### src/rtl/sd_block_arbiter_if.sv
// sd_block_arbiter_if: start handshake and byte stream between the arbiter and sd_controller
// master: arbiter side, drives sd_rd/sd_wr/sd_din/sd_address, receives dout and strobes
// slave: controller side, mirror of master
interface sd_block_arbiter_if;
   logic       sd_rd;
   logic       sd_wr;
   logic [7:0] sd_din;
   logic [31:0] sd_address;
   logic [7:0] sd_dout;
   logic       sd_byte_available;
   logic       sd_ready;
   logic       sd_ready_for_next_byte;
   modport master (
      output sd_rd, sd_wr, sd_din, sd_address,
      input  sd_dout, sd_byte_available, sd_ready, sd_ready_for_next_byte
   );
   modport slave (
      input  sd_rd, sd_wr, sd_din, sd_address,
      output sd_dout, sd_byte_available, sd_ready, sd_ready_for_next_byte
   );
endinterface

### src/rtl/sd_block_arbiter.sv
// sd_block_arbiter: round-robin two-requester sector sequencer in front of sd_controller
// clk/reset: shared clock, synchronous active-high reset
// req_rd/req_wr/req_addr_*/req_wdata_*: per-requester sector requests and write bytes
// grant/wdata_take/rdata/rdata_valid/done/err: per-requester handshake and status
// sd: controller start handshake and byte strobes
module sd_block_arbiter #(
   parameter int START_TIMEOUT = 1024,
   parameter int BLOCK_BYTES   = 512
) (
   input  logic        clk,
   input  logic        reset,
   input  logic [1:0]  req_rd,
   input  logic [1:0]  req_wr,
   input  logic [31:0] req_addr_0,
   input  logic [31:0] req_addr_1,
   input  logic [7:0]  req_wdata_0,
   input  logic [7:0]  req_wdata_1,
   output logic [1:0]  grant,
   output logic [1:0]  wdata_take,
   output logic [7:0]  rdata,
   output logic [1:0]  rdata_valid,
   output logic [1:0]  done,
   output logic        err,
   sd_block_arbiter_if.master sd
);
   localparam int TW = $clog2(START_TIMEOUT + 1);
   typedef enum logic [1:0] {IDLE, START, XFER, DONE} state_t;
   state_t state_q, state_d;
   logic last_q, last_d, g_q, g_d, op_wr_q, op_wr_d, sd_rd_q, sd_rd_d, sd_wr_q, sd_wr_d, err_q, err_d;
   logic [1:0] grant_q, grant_d, wdata_take_q, wdata_take_d, rdata_valid_q, rdata_valid_d, done_q, done_d;
   logic [7:0] rdata_q, rdata_d, sd_din_q, sd_din_d;
   logic [31:0] sd_address_q, sd_address_d;
   logic [9:0] byte_cnt_q, byte_cnt_d, byte_inc;
   logic [TW-1:0] tmo_q, tmo_d;
   logic [1:0] req;
   logic w, xfer_pulse;
   assign req        = req_rd | req_wr;
   // on a tie the requester not served last wins; otherwise the only requester wins
   assign w          = &req ? ~last_q : req[1];
   assign byte_inc   = &byte_cnt_q ? byte_cnt_q : byte_cnt_q + 10'd1;
   assign xfer_pulse = op_wr_q ? sd.sd_ready_for_next_byte : sd.sd_byte_available;
   always_comb begin
      state_d       = state_q;
      last_d        = last_q;
      g_d           = g_q;
      grant_d       = grant_q;
      op_wr_d       = op_wr_q;
      sd_rd_d       = sd_rd_q;
      sd_wr_d       = sd_wr_q;
      sd_din_d      = sd_din_q;
      sd_address_d  = sd_address_q;
      rdata_d       = rdata_q;
      byte_cnt_d    = byte_cnt_q;
      tmo_d         = tmo_q;
      wdata_take_d  = '0;
      rdata_valid_d = '0;
      done_d        = '0;
      err_d         = 1'b0;
      case (state_q)
         IDLE: if (sd.sd_ready && |req) begin
            state_d      = START;
            g_d          = w;
            grant_d      = {w, ~w};
            op_wr_d      = ~req_rd[w];
            sd_rd_d      = req_rd[w];
            sd_wr_d      = ~req_rd[w];
            sd_address_d = w ? req_addr_1 : req_addr_0;
            byte_cnt_d   = '0;
            tmo_d        = '0;
            // the first write byte is handed over with the command, not by a strobe
            if (!req_rd[w]) begin
               sd_din_d     = w ? req_wdata_1 : req_wdata_0;
               wdata_take_d = {w, ~w};
            end
         end
         START: if (!sd.sd_ready) begin
            sd_rd_d = 1'b0;
            sd_wr_d = 1'b0;
            state_d = XFER;
         end else if (tmo_q == TW'(START_TIMEOUT - 1)) begin
            sd_rd_d = 1'b0;
            sd_wr_d = 1'b0;
            state_d = DONE;
            done_d  = grant_q;
            err_d   = 1'b1;
         end else begin
            tmo_d = tmo_q + 1'b1;
         end
         XFER: begin
            if (xfer_pulse) begin
               byte_cnt_d    = byte_inc;
               sd_din_d      = op_wr_q ? (g_q ? req_wdata_1 : req_wdata_0) : sd_din_q;
               rdata_d       = op_wr_q ? rdata_q : sd.sd_dout;
               wdata_take_d  = op_wr_q ? grant_q : 2'b00;
               rdata_valid_d = op_wr_q ? 2'b00 : grant_q;
            end
            // writes see one strobe fewer than bytes because the first byte went with the command
            if (sd.sd_ready) begin
               state_d = DONE;
               done_d  = grant_q;
               err_d   = byte_cnt_d != (op_wr_q ? 10'(BLOCK_BYTES - 1) : 10'(BLOCK_BYTES));
            end
         end
         DONE: begin
            state_d = IDLE;
            grant_d = '0;
            last_d  = g_q;
         end
         default: state_d = IDLE;
      endcase
   end
   always_ff @(posedge clk) begin
      if (reset) begin
         state_q       <= IDLE;
         last_q        <= 1'b1;
         g_q           <= 1'b0;
         grant_q       <= '0;
         op_wr_q       <= 1'b0;
         sd_rd_q       <= 1'b0;
         sd_wr_q       <= 1'b0;
         sd_din_q      <= '0;
         sd_address_q  <= '0;
         rdata_q       <= '0;
         byte_cnt_q    <= '0;
         tmo_q         <= '0;
         wdata_take_q  <= '0;
         rdata_valid_q <= '0;
         done_q        <= '0;
         err_q         <= 1'b0;
      end else begin
         state_q       <= state_d;
         last_q        <= last_d;
         g_q           <= g_d;
         grant_q       <= grant_d;
         op_wr_q       <= op_wr_d;
         sd_rd_q       <= sd_rd_d;
         sd_wr_q       <= sd_wr_d;
         sd_din_q      <= sd_din_d;
         sd_address_q  <= sd_address_d;
         rdata_q       <= rdata_d;
         byte_cnt_q    <= byte_cnt_d;
         tmo_q         <= tmo_d;
         wdata_take_q  <= wdata_take_d;
         rdata_valid_q <= rdata_valid_d;
         done_q        <= done_d;
         err_q         <= err_d;
      end
   end
   assign grant         = grant_q;
   assign wdata_take    = wdata_take_q;
   assign rdata         = rdata_q;
   assign rdata_valid   = rdata_valid_q;
   assign done          = done_q;
   assign err           = err_q;
   assign sd.sd_rd      = sd_rd_q;
   assign sd.sd_wr      = sd_wr_q;
   assign sd.sd_din     = sd_din_q;
   assign sd.sd_address = sd_address_q;
endmodule

### src/flat_wrapper.sv
// flat-port wrapper written by rule: the top's interface ports become plain ports
module sd_block_arbiter_flat 
#(
   parameter int START_TIMEOUT = 1024,
   parameter int BLOCK_BYTES   = 512
)
  (clk, reset, req_rd, req_wr, req_addr_0, req_addr_1, req_wdata_0, req_wdata_1, grant, wdata_take, rdata, rdata_valid, done, err, sd_sd_rd, sd_sd_wr, sd_sd_din, sd_sd_address, sd_sd_dout, sd_sd_byte_available, sd_sd_ready, sd_sd_ready_for_next_byte);
  sd_block_arbiter_if sd_i ();
  input  logic clk;
  input  logic reset;
  input  logic [1:0] req_rd;
  input  logic [1:0] req_wr;
  input  logic [31:0] req_addr_0;
  input  logic [31:0] req_addr_1;
  input  logic [7:0] req_wdata_0;
  input  logic [7:0] req_wdata_1;
  output logic [1:0] grant;
  output logic [1:0] wdata_take;
  output logic [7:0] rdata;
  output logic [1:0] rdata_valid;
  output logic [1:0] done;
  output logic err;
  output wire logic [$bits(sd_i.sd_rd)-1:0] sd_sd_rd;
  output wire logic [$bits(sd_i.sd_wr)-1:0] sd_sd_wr;
  output wire logic [$bits(sd_i.sd_din)-1:0] sd_sd_din;
  output wire logic [$bits(sd_i.sd_address)-1:0] sd_sd_address;
  input wire logic [$bits(sd_i.sd_dout)-1:0] sd_sd_dout;
  input wire logic [$bits(sd_i.sd_byte_available)-1:0] sd_sd_byte_available;
  input wire logic [$bits(sd_i.sd_ready)-1:0] sd_sd_ready;
  input wire logic [$bits(sd_i.sd_ready_for_next_byte)-1:0] sd_sd_ready_for_next_byte;
  assign sd_sd_rd = sd_i.sd_rd;
  assign sd_sd_wr = sd_i.sd_wr;
  assign sd_sd_din = sd_i.sd_din;
  assign sd_sd_address = sd_i.sd_address;
  assign sd_i.sd_dout = sd_sd_dout;
  assign sd_i.sd_byte_available = sd_sd_byte_available;
  assign sd_i.sd_ready = sd_sd_ready;
  assign sd_i.sd_ready_for_next_byte = sd_sd_ready_for_next_byte;
  sd_block_arbiter #(.START_TIMEOUT(START_TIMEOUT), .BLOCK_BYTES(BLOCK_BYTES)) u_core (.clk(clk), .reset(reset), .req_rd(req_rd), .req_wr(req_wr), .req_addr_0(req_addr_0), .req_addr_1(req_addr_1), .req_wdata_0(req_wdata_0), .req_wdata_1(req_wdata_1), .grant(grant), .wdata_take(wdata_take), .rdata(rdata), .rdata_valid(rdata_valid), .done(done), .err(err), .sd(sd_i));
endmodule
### config.mk
export PLATFORM = sky130hd
export DESIGN_NAME = sd_block_arbiter_flat
export DESIGN_NICKNAME = d
export VERILOG_FILES = /design/src/rtl/sd_block_arbiter_if.sv /design/src/rtl/sd_block_arbiter.sv /design/src/flat_wrapper.sv
export SDC_FILE = /design/constraint.sdc
export NUM_CORES = 1
export LEC_CHECK = 0
export BUFFER_PORTS_ARGS = -buffer_cell sky130_fd_sc_hd__buf_4
export CORE_UTILIZATION = 50
export DETAILED_ROUTE_END_ITERATION = 7
export PLACE_DENSITY = 0.92
export SLEW_MARGIN = 5
export SYNTH_ARGS = -nofsm -noshare
export SYNTH_HDL_FRONTEND = slang
export SYNTH_SLANG_ARGS = --single-unit
export TNS_END_PERCENT = 20
### constraint.sdc
create_clock -name clk -period 2.44 [get_ports clk]
set_input_delay 0.488 -clock clk [delete_from_list [all_inputs] [get_ports clk]]
set_output_delay 0.488 -clock clk [all_outputs]
set_load 0.05 [all_outputs]
### Word-level counts from Yosys, hierarchy flattened

Index checks and enable logic that the tools add are counted.

* $add $sub $neg: 2
* multipliers: 0
* divide/modulo/power cells: 0
* order comparisons: 1
* equal/unequal tests: 13
* shifts and indexed selects: 0
* multiplexer cells: 48
* bitwise operators: 7
* reductions and logical operators: 17

Operators by type and width (number)
* $mux W10: 5
* $mux W8: 6
* $mux W11: 3
* $mux W32: 1
* $mux W2: 12
* $pmux W11 S2: 1
* $pmux W10 S2: 1
* $pmux W8 S2: 1
* $pmux W2 S2: 3
* $add A11 B1 Y11 const B: 1
* $eq A11 B10 Y1 const B: 1
* $mux W1: 11
* $add A10 B1 Y10 const B: 1
* $ne A10 B10 Y1: 1
* $reduce_and A10 Y1: 1
* $reduce_and A3 Y1: 3
* $ne A2 B2 Y1 const B: 4
* $pmux W2 S4: 1
* $reduce_and A2 Y1: 4
* $ne A2 B1 Y1 const B: 3
* $not A1 Y1: 6
* $pmux W1 S2: 3
* $reduce_bool A2 Y1: 3
* $reduce_and A5 Y1: 1
* 10 further kinds: 11

* bits in registers: 85
* latch bits: 0
* bits in writable memories: 0
* ROM bits: 0
* input port bits: 97
* memories: 0

### Logic depth before layout (Yosys ltp)

* depth in word-level cells: 8
* gate-level depth with buffers: 10
* gate-level depth less buffers: 8

### Worst setup path after synthesis

No wires, ideal clock.

* path type: input to register
* from: in req_wr[1]
* to: reg u_core.tmo_q[9]
* setup time: 0.128 ns
* arrival: 1.792 ns
* required time: 2.312 ns
* path slack: 0.521 ns
* stages: 7
* path buffers: 1
* cell sequence: or4_1 > o211a_1 > o31a_1 > buf_2 > nand4_1 > xor2_1 > nor2_1

* longest elaborated chain between the ends: 5

RTL lines
* start, declared: line flat_wrapper.sv:12 `input logic [1:0] req_wr;`
* $or A2 B2 Y2: line sd_block_arbiter.sv:37 `assign req = req_rd | req_wr;`
* $reduce_or A2 Y1: line sd_block_arbiter.sv:60 `IDLE: if (sd.sd_ready && |req) begin`
* $logic_and A1 B1 Y1: line sd_block_arbiter.sv:60
* $ne A2 B1 Y1 (no source line)
* $reduce_and A4 Y1 (no source line)
* end signal, assigned: line sd_block_arbiter.sv:142 `tmo_q <= tmo_d;`
* end, declared: line sd_block_arbiter.sv:34 `logic [TW-1:0] tmo_q, tmo_d;`

Every way passes these cells.
A chain may end at the register's enable or synchronous reset.

### Worst setup path in the final report

* from: reg u_core.state_q[0]
* to: reg u_core.tmo_q[4]

* longest elaborated chain between the ends: 3
* elaborated cells between the ends (all ways): 8

RTL lines
* start, declared: line sd_block_arbiter.sv:28 `state_t state_q, state_d;`
* start signal, assigned: line sd_block_arbiter.sv:131 `state_q <= state_d;`
* $eq A2 B1 Y1 / $logic_not A2 Y1 (equally long branches): line sd_block_arbiter.sv:59 `case (state_q)`
* $ne A2 B2 Y1 (no source line) (tied with other cells)
* $reduce_and A4 Y1 (no source line)

Parallel ways exist; a longest one is shown, timed or not.

==> results.ini <==
[power]
power.density_nw_per_um2=1010
total_power_mw=5.77
switching_power_mw=2.57
p_comb_share_pct=48.1
leakage_nw=2.60
vdd_ir_drop_max_v=0.000623
clkPwrFrac_pct=19.8
internal_power_mw=3.20
power_frac_seq_pct=32.1
sw_frac_of_total_pct=44.5

[drt]
vias=4173
vias_per_cell=5.72
drcViolationCount=0
drt-initial-drc-count=264
antenna_left=0
wire_per_inst_um=16.3
first_pass_iters=5
routed_wl_um=11900

[timing]
slew_headroom_pct=38.8
setup_slack_ns=0.250
max_freq_ghz=0.457
setup_viol=0
skew_ns=0.0133
final.setup.tns_ns=0
hold_viol=0
tightest_slew_ns=0.916
finalCritPeriodShare_pct=89.8
rsz0062_at_grt=no
min_period_ns=2.19
drv_slew=0
hold_slack_ns=0.360

[clock_tree]
path_clk_slew_ns=0.10
insertion_delay_ns=0.35
cts_tree=built
numCtsBuffers=9
cts_root_buf=clkbuf_8
clk_path_buf_depth=2
htree_num_levels=3
cts_setup_buffers=0
clock_sinks=85

[yosys]
ys_async_sr_fraction_pct=0
synthAdderAreaFrac_pct=1.78
synth_edf_count=0
syn-cell-area_um2=4230
synth-compound-area-share_pct=18.4
ys_types=58
yosys_most_used_dff=dfxtp_1
yosys.area.top_type=dfxtp_1
synth_area_leaders=dfxtp_1 (40%), mux2i_1 (13%), a211oi_1 (8.2%), nor2_1 (7.4%), xor2_1 (2.3%)
synth_top_area_share_pct=40.3
yosysSeqAreaShare_pct=40.3
synth_simple_gate_area_share_pct=19.8
synth_top_family_by_area=simple AND/OR/NAND/NOR gates
avgSynthCellArea_um2=8.95
synth_nets=575
synth_seq_cells=85
synthXorXnorAreaFrac_pct=2.49
synth_mux_area_share_pct=12.9
yosys_warnings=0
syn_inst=472

[setup_path]
r2r_start=u_core.state_q[0]
cp_max_fo=11
cp.required_ns=2.67
cp-start-kind=flop
end_kind=flop
path_class=flop to flop
critPathMaxStageDelay_ns=0.42
critPathSlowestCell=dfxtp_1
cp_cell_sequence=inv_1 > ha_1 > buf_4 > or2_2 > o211a_1 > o31a_1 > nand4_1 > xor2_1 > nor2_1
arrival_ns=2.42
reg2reg_slack_ns=0.25
worstReg2RegEnd=u_core.tmo_q[4]
rr_worst_depth=9

[grt]
grt_pass1_vias=3933
grt_pass1_wl_um=18600
overflow=0
track_usage_pct=27.1
grt_max_degree=50
grt_antenna_before_repair=0

[status]
status=complete, no violations

[layout]
fin_area_um2=5730
area_growth_pct=35.6
drive_above_1_share_pct=32.2
fillers=579
final_nets=722
n_antenna_cell=0

[die]
io_pins=156
die_h_um=93.9
core_um2=8220
fp-row-count=33
die_w_um=93.9
die_area_um2=8820
start_util_pct=51.4

[place]
post_dp_cell_area_um2=5500
io_buffers=155
gp_congestion=0.952
place_ws_ns=0.179
dp_hpwl_um=8870

[worst_hold_path]
whs_path_depth=3
hold_path_end=u_core.rdata[3]
min-delay-start=sd_sd_dout[3]
hp-class=primary input to flop

[run]
maxCapViolCount=0

[timing repair]
action	4_1_cts	5_1_grt
resized for setup	0	2
hold buffers	0	0
endpoints found under the setup margin	0	4
[sequential cells by signal, indices dropped and copies added (netlist names)]
register              flops
u_core.byte_cnt_q        10
u_core.done               2
u_core.err                1
u_core.g_q                1
u_core.grant              2
u_core.last_q             1
u_core.op_wr_q            1
u_core.rdata              8
u_core.rdata_valid        2
u_core.sd.sd_address     32
u_core.sd.sd_din          8
u_core.sd.sd_rd           1
u_core.sd.sd_wr           1
u_core.state_q            2
u_core.tmo_q             11
u_core.wdata_take         2
[routing by layer]
metal  wire (µm)  global-route usage [%]  part of all wire, %  vias up
met5           0                       0                    0        -
met4         266                    10.8                  2.2        0
met3         716                    5.42                  6.0       26
met2        6330                    48.4                   53      188
met1        4610                    31.4                   39     1937
li1            -                       -                    -     2022
[critical path, delay by kind of cell (launching register included)]
family                     cells  cell delay [ns]
AOI/OAI and AO/OA              2             0.38
xor gates and xnor gates       1             0.19
adders and majority gates      1             0.22
buffers and inverters          2             0.29
DFF                            1             0.42
and+or+nand+nor                3             0.57
[cell usage in the layout, fill, tap and decap left out, types with 4 or more instances in the layout]
master	instances
a211oi_1	46
a21oi_1	17
a41oi_1	5
and2_1	4
buf_4	169
clkbuf_8	10
dfxtp_1	84
ha_1	6
inv_1	7
mux2i_1	53
nand2_1	19
nand2b_1	5
nand3_1	6
nand3b_1	5
nand4_1	11
nor2_1	82
nor3_1	12
o21ai_0	10
xor2_1	11
[worst max-delay path by stage]
stage	slack [ns]	start	endpoint
6_report	0.25	u_core.state_q[0]	u_core.tmo_q[4]
5_1_grt	0.03	u_core.byte_cnt_q[2]	u_core.err
4_1_cts	0.21	u_core.state_q[0]	u_core.sd.sd_address[1]
3_5_place_dp	0.18	req_rd[1]	u_core.sd.sd_address[1]
3_3_place_gp	0.22	u_core.byte_cnt_q[3]	u_core.err
2_1_floorplan	0.52	req_wr[1]	u_core.tmo_q[9]
[per-stage QoR]
step	util, %	instances
3_5_place_dp	66.9	713
5_1_grt	69.8	729
2_1_floorplan	-	472
3_3_place_gp	66.9	713
6_report	69.8	729
4_1_cts	69.7	729
[area by class of cell]
class                           count  area (µm²)  area share, %
Multi-Input combinational cell    346        2360           41.2
Sequential cell                    85        1700           29.7
Timing Repair Buffer              170        1280           22.3
Clock buffer                       10         138           2.40
Tap cell                          105         131           2.29
Clock inverter                      6        93.8           1.64
Inverter                            7        26.3          0.458
[power by group through the flow]
| stage | registers [mW] | clock network [mW] | logic, mW |
|---|---|---|---|
| after floorplan | 2.68 | 0 | 1.09 |
| after global placement | 1.85 | 0 | 2.67 |
| after detailed placement | 1.87 | 0 | 2.75 |
| after CTS | 1.85 | 1.14 | 2.77 |
| after global routing | 1.88 | 1.22 | 2.96 |
| final | 1.85 | 1.14 | 2.78 |
[logic make-up after synthesis]
logic type / Yosys count
muxes: 54
and+or+nand+nor: 169
buffers and inverters: 41
AOI/OAI and AO/OA: 105
DFF: 85
adders and majority gates: 6
xor gates and xnor gates: 12
[synth_stat cells, drive strengths merged, types with 5 or more instances]
master	number
clkbuf	18
nand3	6
a211oi	46
o21ai	13
nor3	12
buf	16
a21oi	17
a41oi	5
xor2	11
nand2b	5
dfxtp	85
nand3b	5
nor2	83
nand2	20
mux2i	53
inv	7
ha	6
nand4	12
No activity file was read; power rests on OpenSTA's default activity.
